`src/rtl/uart_pkg.sv`:
```
// Shared definitions for the UART bus blocks: register map, status bit
// positions, transmitter FSM encoding and the bit-period helper.
package uart_pkg;

    // Register map (one address bit)
    localparam logic UART_REG_DATA   = 1'b0;
    localparam logic UART_REG_STATUS = 1'b1;

    // Status register bit positions
    localparam int STAT_TXE   = 0;
    localparam int STAT_BUSY  = 1;
    localparam int STAT_OV    = 2;
    localparam int STAT_EMPTY = 3;

    // Transmitter frame states
    typedef enum logic [1:0] {
        ST_IDLE  = 2'd0,
        ST_START = 2'd1,
        ST_DATA  = 2'd2,
        ST_STOP  = 2'd3
    } tx_state_e;

    // Clocks per serial bit
    function automatic int uart_tick(input int sys_clk, input int baudrate);
        return sys_clk / baudrate;
    endfunction

endpackage

```
`src/rtl/uart_tx_fifo.sv`:
```
// Small synchronous FIFO for the transmitter. Pointers carry one extra MSB so
// full and empty are told apart without a separate counter. Read data is
// show-ahead: o_data always presents the oldest entry so the shifter can load
// it in the same cycle it pops. A push while full is legal only together with
// a pop (the slot being read is the one being overwritten).
module uart_tx_fifo #(
    parameter int DEPTH = 4,
    parameter int WIDTH = 8
) (
    input  logic             i_clk,
    input  logic             i_reset,
    input  logic             i_push,
    input  logic [WIDTH-1:0] i_data,
    input  logic             i_pop,
    output logic [WIDTH-1:0] o_data,
    output logic             o_full,
    output logic             o_empty
);

    localparam int AW = $clog2(DEPTH);

    logic [WIDTH-1:0] mem_q [DEPTH];
    logic [AW:0]      wr_ptr_q;
    logic [AW:0]      rd_ptr_q;

    assign o_empty = (wr_ptr_q == rd_ptr_q);
    assign o_full  = (wr_ptr_q[AW] != rd_ptr_q[AW]) &&
                     (wr_ptr_q[AW-1:0] == rd_ptr_q[AW-1:0]);
    assign o_data  = mem_q[rd_ptr_q[AW-1:0]];

    // Pointer update: wrap-around counters, advanced independently
    always_ff @(posedge i_clk or posedge i_reset) begin
        if (i_reset) begin
            wr_ptr_q <= '0;
            rd_ptr_q <= '0;
        end else begin
            if (i_push) wr_ptr_q <= wr_ptr_q + 1'b1;
            if (i_pop)  rd_ptr_q <= rd_ptr_q + 1'b1;
        end
    end

    // Storage write; contents need no reset since the pointers gate validity
    always_ff @(posedge i_clk) begin
        if (i_push) mem_q[wr_ptr_q[AW-1:0]] <= i_data;
    end

endmodule

```
`src/rtl/uart_tx.sv`:
```
// Bus-mapped 8N1 UART transmitter. The CPU writes a byte to the data register,
// the byte is serialised LSB first on tx. The status register reports
// {EMPTY, OV, BUSY, TXE}; o_int pulses for one clock as each stop bit ends.
// Build option UART_TX_FIFO_EN: replaces the single holding register with a
// FIFO_DEPTH-entry FIFO (status bit 3 then reports FIFO empty).
// tx is registered from the current state, so it trails the FSM by one clock:
// a write sampled at edge N is loaded at N+1 and tx falls at N+2.
module uart_tx
    import uart_pkg::*;
#(
    parameter int SYS_CLK    = 50_000_000,
    parameter int BAUDRATE   = 115200,
    parameter int FIFO_DEPTH = 4
) (
    input  logic       i_clk,
    input  logic       i_reset,
    input  logic [7:0] i_dat,
    output logic [7:0] o_dat,
    input  logic       i_addr,
    input  logic       i_we,
    input  logic       i_cyc,
    output logic       tx,
    output logic       o_int
);

    localparam int             TICK      = uart_tick(SYS_CLK, BAUDRATE);
    localparam int             CW        = $clog2(TICK + 1);
    localparam logic [CW-1:0]  TICK_LAST = CW'(TICK - 1);

    tx_state_e     state_q;
    logic [2:0]    idx_q;
    logic [7:0]    shift_q;
    logic          tx_q;
    logic          int_q;
    logic [CW-1:0] baud_q;
    logic          ov_q;
    logic          ov_d;

    logic          wr_data;
    logic          rd_status;
    logic          bit_end;
    logic          slot_full;
    logic [7:0]    slot_data;
    logic          txe;
    logic          empty_flag;
    logic          take;
    logic          accept;
    logic          drop;

    assign wr_data   = i_cyc & i_we & (i_addr == UART_REG_DATA);
    assign rd_status = i_cyc & ~i_we & (i_addr == UART_REG_STATUS);
    assign bit_end   = (state_q != ST_IDLE) && (baud_q == TICK_LAST);

    // The shifter pulls the next byte when idle, or at the end of a stop bit
    // so consecutive frames run with no idle gap.
    assign take   = slot_full & ((state_q == ST_IDLE) | ((state_q == ST_STOP) & bit_end));
    // A write also fits when the slot is being vacated in this very cycle.
    assign accept = wr_data & (txe | take);
    assign drop   = wr_data & ~accept;

`ifdef UART_TX_FIFO_EN
    logic fifo_full;
    logic fifo_empty;

    uart_tx_fifo #(
        .DEPTH (FIFO_DEPTH),
        .WIDTH (8)
    ) u_fifo (
        .i_clk   (i_clk),
        .i_reset (i_reset),
        .i_push  (accept),
        .i_data  (i_dat),
        .i_pop   (take),
        .o_data  (slot_data),
        .o_full  (fifo_full),
        .o_empty (fifo_empty)
    );

    assign slot_full  = ~fifo_empty;
    assign txe        = ~fifo_full;
    assign empty_flag = fifo_empty;
`else
    logic [7:0] hold_q;
    logic       hold_full_q;
    // FIFO_DEPTH only matters when the FIFO is built
    logic [7:0] unused_fifo_depth;

    assign unused_fifo_depth = 8'(FIFO_DEPTH);

    // Single holding register: filled by an accepted write, emptied on take
    always_ff @(posedge i_clk or posedge i_reset) begin
        if (i_reset) begin
            hold_q      <= 8'd0;
            hold_full_q <= 1'b0;
        end else if (accept) begin
            hold_q      <= i_dat;
            hold_full_q <= 1'b1;
        end else if (take) begin
            hold_full_q <= 1'b0;
        end
    end

    assign slot_full  = hold_full_q;
    assign slot_data  = hold_q;
    assign txe        = ~hold_full_q;
    assign empty_flag = 1'b0;
`endif

    // Overrun flag: a dropped write sets it, a status read clears it; set wins
    always_comb begin
        ov_d = ov_q;
        if (rd_status) ov_d = 1'b0;
        if (drop)      ov_d = 1'b1;
    end

    // Overrun register
    always_ff @(posedge i_clk or posedge i_reset) begin
        if (i_reset) ov_q <= 1'b0;
        else         ov_q <= ov_d;
    end

    // Baud counter: held at zero while idle so every frame starts on a fresh bit
    always_ff @(posedge i_clk or posedge i_reset) begin
        if (i_reset)                            baud_q <= '0;
        else if (state_q == ST_IDLE || bit_end) baud_q <= '0;
        else                                    baud_q <= baud_q + CW'(1);
    end

    // Frame FSM with shifter, registered line output and end-of-frame pulse
    always_ff @(posedge i_clk or posedge i_reset) begin
        if (i_reset) begin
            state_q <= ST_IDLE;
            idx_q   <= 3'd0;
            shift_q <= 8'd0;
            tx_q    <= 1'b1;
            int_q   <= 1'b0;
        end else begin
            int_q <= 1'b0;
            case (state_q)
                ST_IDLE: begin
                    tx_q <= 1'b1;
                    if (slot_full) begin
                        shift_q <= slot_data;
                        state_q <= ST_START;
                    end
                end
                ST_START: begin
                    tx_q <= 1'b0;
                    if (bit_end) begin
                        idx_q   <= 3'd0;
                        state_q <= ST_DATA;
                    end
                end
                ST_DATA: begin
                    tx_q <= shift_q[idx_q];
                    if (bit_end) begin
                        if (idx_q == 3'd7) state_q <= ST_STOP;
                        else               idx_q   <= idx_q + 3'd1;
                    end
                end
                ST_STOP: begin
                    tx_q <= 1'b1;
                    if (bit_end) begin
                        int_q <= 1'b1;
                        if (slot_full) begin
                            shift_q <= slot_data;
                            state_q <= ST_START;
                        end else begin
                            state_q <= ST_IDLE;
                        end
                    end
                end
                default: state_q <= ST_IDLE;
            endcase
        end
    end

    // Register read mux
    always_comb begin
        o_dat = 8'd0;
        if (i_addr == UART_REG_STATUS) begin
            o_dat[STAT_TXE]   = txe;
            o_dat[STAT_BUSY]  = (state_q != ST_IDLE);
            o_dat[STAT_OV]    = ov_q;
            o_dat[STAT_EMPTY] = empty_flag;
        end
    end

    assign tx    = tx_q;
    assign o_int = int_q;

endmodule

```
`config.mk`:
```
export PLATFORM = sky130hd
export DESIGN_NAME = uart_tx
export DESIGN_NICKNAME = d
export VERILOG_FILES = /design/src/rtl/uart_pkg.sv /design/src/rtl/uart_tx_fifo.sv /design/src/rtl/uart_tx.sv
export SDC_FILE = /design/constraint.sdc
export NUM_CORES = 1
export LEC_CHECK = 0
export CAP_MARGIN = 20
export CORE_MARGIN = 5
export CORE_UTILIZATION = 23
export DETAILED_ROUTE_END_ITERATION = 6
export GPL_TIMING_DRIVEN = 0
export MAX_ROUTING_LAYER = met4
export PLACE_DENSITY_LB_ADDON = 0.15
export SLEW_MARGIN = 20
export SYNTH_ARGS = -nofsm -noshare
export SYNTH_HDL_FRONTEND = slang
export SYNTH_SLANG_ARGS = --single-unit
```
`constraint.sdc`:
```
create_clock -name i_clk -period 5.4 [get_ports i_clk]
set_clock_uncertainty 0.1 [all_clocks]
set_input_delay 0.81 -clock i_clk [delete_from_list [all_inputs] [get_ports i_clk]]
set_output_delay 0.81 -clock i_clk [all_outputs]
set_load 0.05 [all_outputs]
```
-- Word level (Yosys, flattened, before mapping)
Cells that the tools add are included.
W data, S select, Z words.
- register bits: 34
- input port bits: 13
- equality and inequality tests: 11
- add/sub/neg operators: 2
- order comparisons: 1
- bitwise logic cells: 14
- muxes and demuxes: 25
- reductions and logical operators: 12
- operators by type and width (operator ; count):
    $mux W8 ; 2
    $pmux W8 S2 ; 1
    $mux W3 ; 4
    $ne A2 B2 Y1 const B ; 6
    $mux W2 ; 5
    $reduce_bool A2 Y1 ; 5
    $add A9 B1 Y9 const B ; 1
    $eq A9 B9 Y1 const B ; 1
    $mux W9 ; 1
    $and A1 B1 Y1 ; 8
    $mux W1 ; 8
    $pmux W2 S4 ; 1
    $pmux W3 S2 ; 1
    $reduce_and A5 Y1 ; 1
    $eq A2 B2 Y1 const B ; 2
    $lt A3 B4 Y1 const B ; 1
    $not A1 Y1 ; 4
    $reduce_and A4 Y1 ; 1
    $add A3 B1 Y3 const B ; 1
    $bmux W1 S3 ; 1
    $eq A3 B3 Y1 const B ; 1
    $pmux W1 S3 ; 1
    $eq A2 B1 Y1 const B ; 1
    $logic_not A2 Y1 ; 1
    other kinds (5) ; 6

-- Longest topological paths before layout
Gate-level depths: netlist of run 1.
- depth in word-level cells: 10
- mapped depth: 7
- mapped depth without buffers: 6

-- Least setup slack after synthesis of run 1
No wires, ideal clock.
- kind: input -> output
- start point: input i_addr
- end point: output o_dat[1]
- arrival: 1.517 ns
- path slack: 2.973 ns
- cell stages on the path: 1
- cell sequence: nor2b_1
- longest elaborated chain between the ends: 1
- ends and longest elaborated chain (what ; RTL line ; RTL):
    start: declaration ; uart_tx.sv:19 ; input logic i_addr,
    $mux W3 ; uart_tx.sv:181 ; if (i_addr == UART_REG_STATUS) begin
    end: declaration ; uart_tx.sv:18 ; output logic [7:0] o_dat,
No other way between the ends.

-- Worst setup path after layout of run 1
Same ends and word-level chain as after synthesis.

==> reports/metrics.cfg, run 1 <==
[synth]
synthArstFlopShare=1.00
ys.flop_type=dfrtp_1
synth_edf_count=0
yosys_warnings=0
synthCells=154
synth_top_area_share=0.470
ys_types=44
synth_largest_area_cell=dfrtp_1
ys_seq_elements=34
ys_seq_area_frac=0.485
synth.avg_cell_area_um2=11.4
mappedNetlistArea_mm2=0.00176
synth_area_leaders=dfrtp_1, mux2_2, ha_1

[critical_path]
path_cells=clkdlybuf4s50_1 > nor2b_1 > clkdlybuf4s50_1
start_kind=input port
critPathMaxFanout=5
setup.worst_path.end_class=output pin
arrival_ns=2.28
worstSetupPathType=in2out
slowest_stage=clkdlybuf4s50_1
crit_top_cell=clkdlybuf4s50_1
critPathRequiredTime_ns=4.49
max_stage_delay_ns=0.81

[power]
ir_worst_vdd_uv=108
power.density_mw_per_mm2=471
power.leakage_uw=0.000946

[final_layout]
final_common_cell=dfrtp_1
drive_above_1_share=0.224
final_area_mm2=0.00216
final_cell_mix=dfrtp_1, clkdlybuf4s50_1, mux2_2
num_antenna_cells=0
area_delta_synth_final_pct=22.8
nets=204

[grt]
antenna_found_initial=0
grt_max_degree=35
grt_pass1_vias=1353
grt_first_pass_wirelength_um=6080
grtUsageTotal=0.0833
grt_overflow=0

[placement]
gp_routability_congestion=0.813
placed_cell_area_mm2=0.00207
io_buffers=17
hpwl_um=2610

[sta]
finalCritPeriodShare=0.590
slew_headroom=0.512
finalHoldViolCount=0
rsz0062_at_grt=no
worst_pin_slew_ns=0.730
post-route-min-period_ns=3.19
fin_hold_ws_ns=0.403
setup_violations=0
tns_ns=0
fmax_mhz=314
drv_slew=0

[floorplan]
ioPinCount=23
die_h_um=97.4
dieArea_mm2=0.00949
start_util=0.240
core_area_mm2=0.00733
die_w_um=97.4
rows=31

[clock_network]
clk_latency_ns=0.29
clk_pin_slew_worst_paths_ns=0.06
htree_levels=2
post_cts_buffers=0
holdBufCountCts=0
tritoncts=done
cts_buffers=5
cts.sinks=34
cts_resized=0
cts_root_buf=clkbuf_8
cts_buffer_depth=2

[status]
status=finished, final reports clean

[job]
drv_cap=0

[detailed_routing]
viasPerCell=4.34
drtIter0Drc=18
drt_first_pass_iters=4
ant_nets=0
wirelength_um=3580
drt-wirelength-per-cell_um=12.7
drc=0
vias=1225

[worst_hold_path]
worstHoldPathType=reg2reg

sequential cells by signal, indices dropped and copies added (netlist names):
| register | count |
|---|---|
| o_int | 1 |
| tx | 1 |
| shift_q | 8 |
| hold_full_q | 1 |
| baud_q | 9 |
| ov_q | 1 |
| idx_q | 3 |
| state_q | 2 |
| hold_q | 8 |
Yosys cell counts (all sizes together), types with 3 or more instances:
master,n
buf,7
dfrtp,33
ha,9
inv,7
mux2,16
nand2,6
nand3,9
nand3b,4
nand4,3
nor2,14
o21ai,6
xor2,6
metal layers:
| layer | vias up | GRT usage | part of all wire |
|---|---|---|---|
| li1 | 593 | - | - |
| met1 | 604 | 0.0847 | 0.44 |
| met2 | 19 | 0.132 | 0.48 |
| met3 | 9 | 0.0273 | 0.032 |
| met4 | 0 | 0.0639 | 0.046 |
| met5 | - | - | 0 |
path summary, 6_finish.rpt:
path / from / endpoint / slack, ns / depth (start not counted)
setup / recovery: i_addr / o_dat[1] / 2.21 / 3
hold / removal: shift_q[5] / shift_q[5] / 0.40 / 1
setup reg to reg: state_q[0] / state_q[1] / 3.22 / 7
hold reg to reg: shift_q[5] / shift_q[5] / 0.40 / 1
max in group asynchronous: i_reset / shift_q[6] / 3.86 / 2
min in group asynchronous: i_reset / idx_q[1] / 0.87 / 2
cell families (layout without fill, tap and decap cells):
| kind of cell | Yosys count | count (layout) | synth area share |
|---|---|---|---|
| buf+inv | 15 | 40 | 0.0449 |
| simple gates | 51 | 51 | 0.166 |
| flops | 34 | 34 | 0.485 |
| xor+xnor | 7 | 7 | 0.0349 |
| fa+ha+maj | 9 | 9 | 0.0641 |
| mux | 19 | 19 | 0.129 |
| compound gates | 18 | 18 | 0.0741 |
| other cells | 1 | 5 | 0.00213 |
area by class of cell:
cell class / instances / area (um2)
Clock inverter: 1 / 5.00
Sequential cell: 34 / 852
Buffer: 8 / 52.6
Clock buffer: 7 / 86.3
Multi-Input combinational cell: 109 / 841
Fill cell: 760 / 5170
Timing Repair Buffer: 17 / 170
Inverter: 7 / 26.3
Tap cell: 99 / 124
worst max-delay path, delay by kind of cell:
family        cells  cell delay, ns
buf+inv           2            1.32
simple gates      1            0.14
report_power, final:
part	internal, uW	total (uW)	switching [uW]
Sequential	351	422	70.5
Combinational	196	397	201
Clock	103	197	94.3
per-stage QoR:
step           setup WS, ns  instances  utilization  power (uW)
2_1_floorplan          2.97        158            -         721
3_3_place_gp           2.19        274        0.282         809
3_5_place_dp           2.20        274        0.282         831
4_1_cts                2.20        282        0.294        1030
5_1_grt                2.17        282        0.294        1090
6_report               2.21        282        0.294        1020
No activity file was read; power rests on OpenSTA's default activity.
==> inputs of run 2 (changes only) <==
==> constraint.sdc (replaced) <==
create_clock -name i_clk -period 2.6 [get_ports i_clk]
set_clock_uncertainty 0.1 [all_clocks]
set_input_delay 0.39 -clock i_clk [delete_from_list [all_inputs] [get_ports i_clk]]
set_output_delay 0.39 -clock i_clk [all_outputs]
set_load 0.05 [all_outputs]
==> reports/metrics.cfg, run 2 (same netlist as run 1, synthesis figures left out) <==
[sta]
tns_ns=0  ; unchanged
finalHoldViolCount=0  ; unchanged
rsz0062_at_grt=no
slew_headroom=0.512  ; unchanged
worst_pin_slew_ns=0.730  ; unchanged
finalCritPeriodShare=0.906
fmax_mhz=424
setup_violations=0  ; unchanged
post-route-min-period_ns=2.36
drv_slew=0  ; unchanged

[final_layout]
multi_input_area_um2=841  ; unchanged
drive_above_1_share=0.224  ; unchanged
final_common_cell=dfrtp_1
regMostFlops=baud_q
area_delta_synth_final_pct=22.7  ; about the same
num_antenna_cells=0  ; unchanged
final_util=0.294  ; about the same
final_cell_mix=dfrtp_1, clkdlybuf4s50_1, mux2_2
reg_top3=baud_q x9, hold_q x8, shift_q x8
nets=204  ; unchanged
fillers=761  ; +0.13%
largest_reg_flops=9  ; unchanged
final_area_mm2=0.00216  ; about the same
seqCellArea_um2=852  ; unchanged

[grt]
grt_first_pass_wirelength_um=6080  ; unchanged
antenna_found_initial=0  ; unchanged
grt_pass1_vias=1353  ; unchanged
grt_max_degree=35  ; unchanged
grt_overflow=0  ; unchanged
grtUsageTotal=0.0833  ; unchanged

[clock_network]
htree_levels=2  ; unchanged
clk_latency_ns=0.29  ; about the same
holdBufCountCts=0  ; unchanged
cts_buffers=5  ; unchanged
cts_buffer_depth=2  ; unchanged
cts_root_buf=clkbuf_8
post_cts_buffers=0  ; unchanged
cts.sinks=34  ; unchanged
tritoncts=done
cts_resized=1  ; +1
clk_pin_slew_worst_paths_ns=0.07  ; about the same

[power]
internal_power_uw=1350  ; +110%
combinationalPowerShare=0.390  ; about the same
p_seq_frac=0.416  ; about the same
switching_share=0.361  ; +0.000494
power.density_mw_per_mm2=977  ; +110%
power.net_switching_uw=760  ; +110%
power.leakage_uw=0.000948  ; +0.23%
clkPwrFrac=0.194  ; about the same
ir_worst_vdd_uv=224  ; +110%

[floorplan]
core_area_mm2=0.00733  ; unchanged
dieArea_mm2=0.00949  ; unchanged
die_h_um=97.4  ; unchanged
rows=31  ; unchanged
start_util=0.240  ; unchanged
ioPinCount=23  ; unchanged
die_w_um=97.4  ; unchanged

[detailed_routing]
drt-wirelength-per-cell_um=12.7  ; unchanged
wirelength_um=3580  ; unchanged
drt_first_pass_iters=4  ; unchanged
drc=0  ; unchanged
vias=1225  ; unchanged
ant_nets=0  ; unchanged
viasPerCell=4.34  ; unchanged
drtIter0Drc=18  ; unchanged

[critical_path]
arrival_ns=1.87  ; -0.41 ns
r2r_slack_ns=0.42  ; -2.80 ns
start_kind=flop
setup.worst_path.end_class=output pin
startpoint=state_q[0]
worstSetupPathType=reg2out
r2r-end=state_q[1]
critPathCapture=o_dat[1]
critPathMaxFanout=9  ; +4
critPathRequiredTime_ns=2.11  ; -2.38 ns
reg2reg_depth=7  ; unchanged
r2r_start=state_q[0]

[worst_hold_path]
min_from=shift_q[5]
worstHoldPathType=reg2reg

[placement]
io_buffers=17  ; unchanged
placed_cell_area_mm2=0.00207  ; unchanged
gp_routability_congestion=0.813  ; unchanged
hpwl_um=2610  ; unchanged

[job]
drv_cap=0  ; unchanged

[status]
status=finished, final reports clean

[run 2: cell count changes in the layout (fill, tap and decap cells not counted)]
cell	previous run	this run
clkdlybuf4s50_1	17	16
dlygate4sd2_1	0	1
[run 2: final cells by class]
class / count / share of cell area
Sequential cell: 34 / 0.395
Multi-Input combinational cell: 109 / 0.390
Timing Repair Buffer: 17 / 0.0784
Tap cell: 99 / 0.0575
Clock buffer: 7 / 0.0400
Buffer: 8 / 0.0244
Inverter: 7 / 0.0122
Clock inverter: 1 / 0.00232
[run 2: stage by stage]
stage / power, uW / setup slack, ns / instances / hold WS, ns
floorplan: 1500 / 0.549 / 158 / 0.374
global placement: 1680 / 0.232 / 274 / 0.388
detailed placement: 1730 / 0.236 / 274 / 0.395
CTS: 2140 / 0.203 / 282 / 0.408
global route: 2260 / 0.114 / 282 / 0.419
finish: 2110 / 0.244 / 282 / 0.403
[run 2: power groups by stage]
stage	clock network [uW]	logic [uW]	registers (uW)
floorplan	0	629	868
global placement	0	804	877
detailed placement	0	836	890
CTS	422	837	881
global route	449	908	907
finish	409	822	876
[run 2: critical path: stages, from the launching register on]
cell	delay [ns]
dfrtp_1	0.42
inv_1	0.11
ha_1	0.20
clkbuf_2	0.18
nor2b_1	0.12
dlygate4sd2_1	0.54
[run 2: worst min-delay path by stage]
stage	cells past startpoint	slack, ns	endpoint
after detailed placement	1	0.40	shift_q[0]
after floorplan	1	0.37	shift_q[5]
after CTS	1	0.41	shift_q[5]
final	1	0.40	shift_q[5]
after global placement	1	0.39	shift_q[0]
after global routing	1	0.42	hold_q[4]
[run 2: per-layer routing]
| layer | up-vias | global-route usage | wire length, um |
|---|---|---|---|
| met5 | - | - | 0 |
| met4 | 0 | 0.0639 | 163 |
| met3 | 9 | 0.0273 | 116 |
| met2 | 19 | 0.132 | 1720 |
| met1 | 604 | 0.0847 | 1570 |
| li1 | 593 | - | - |
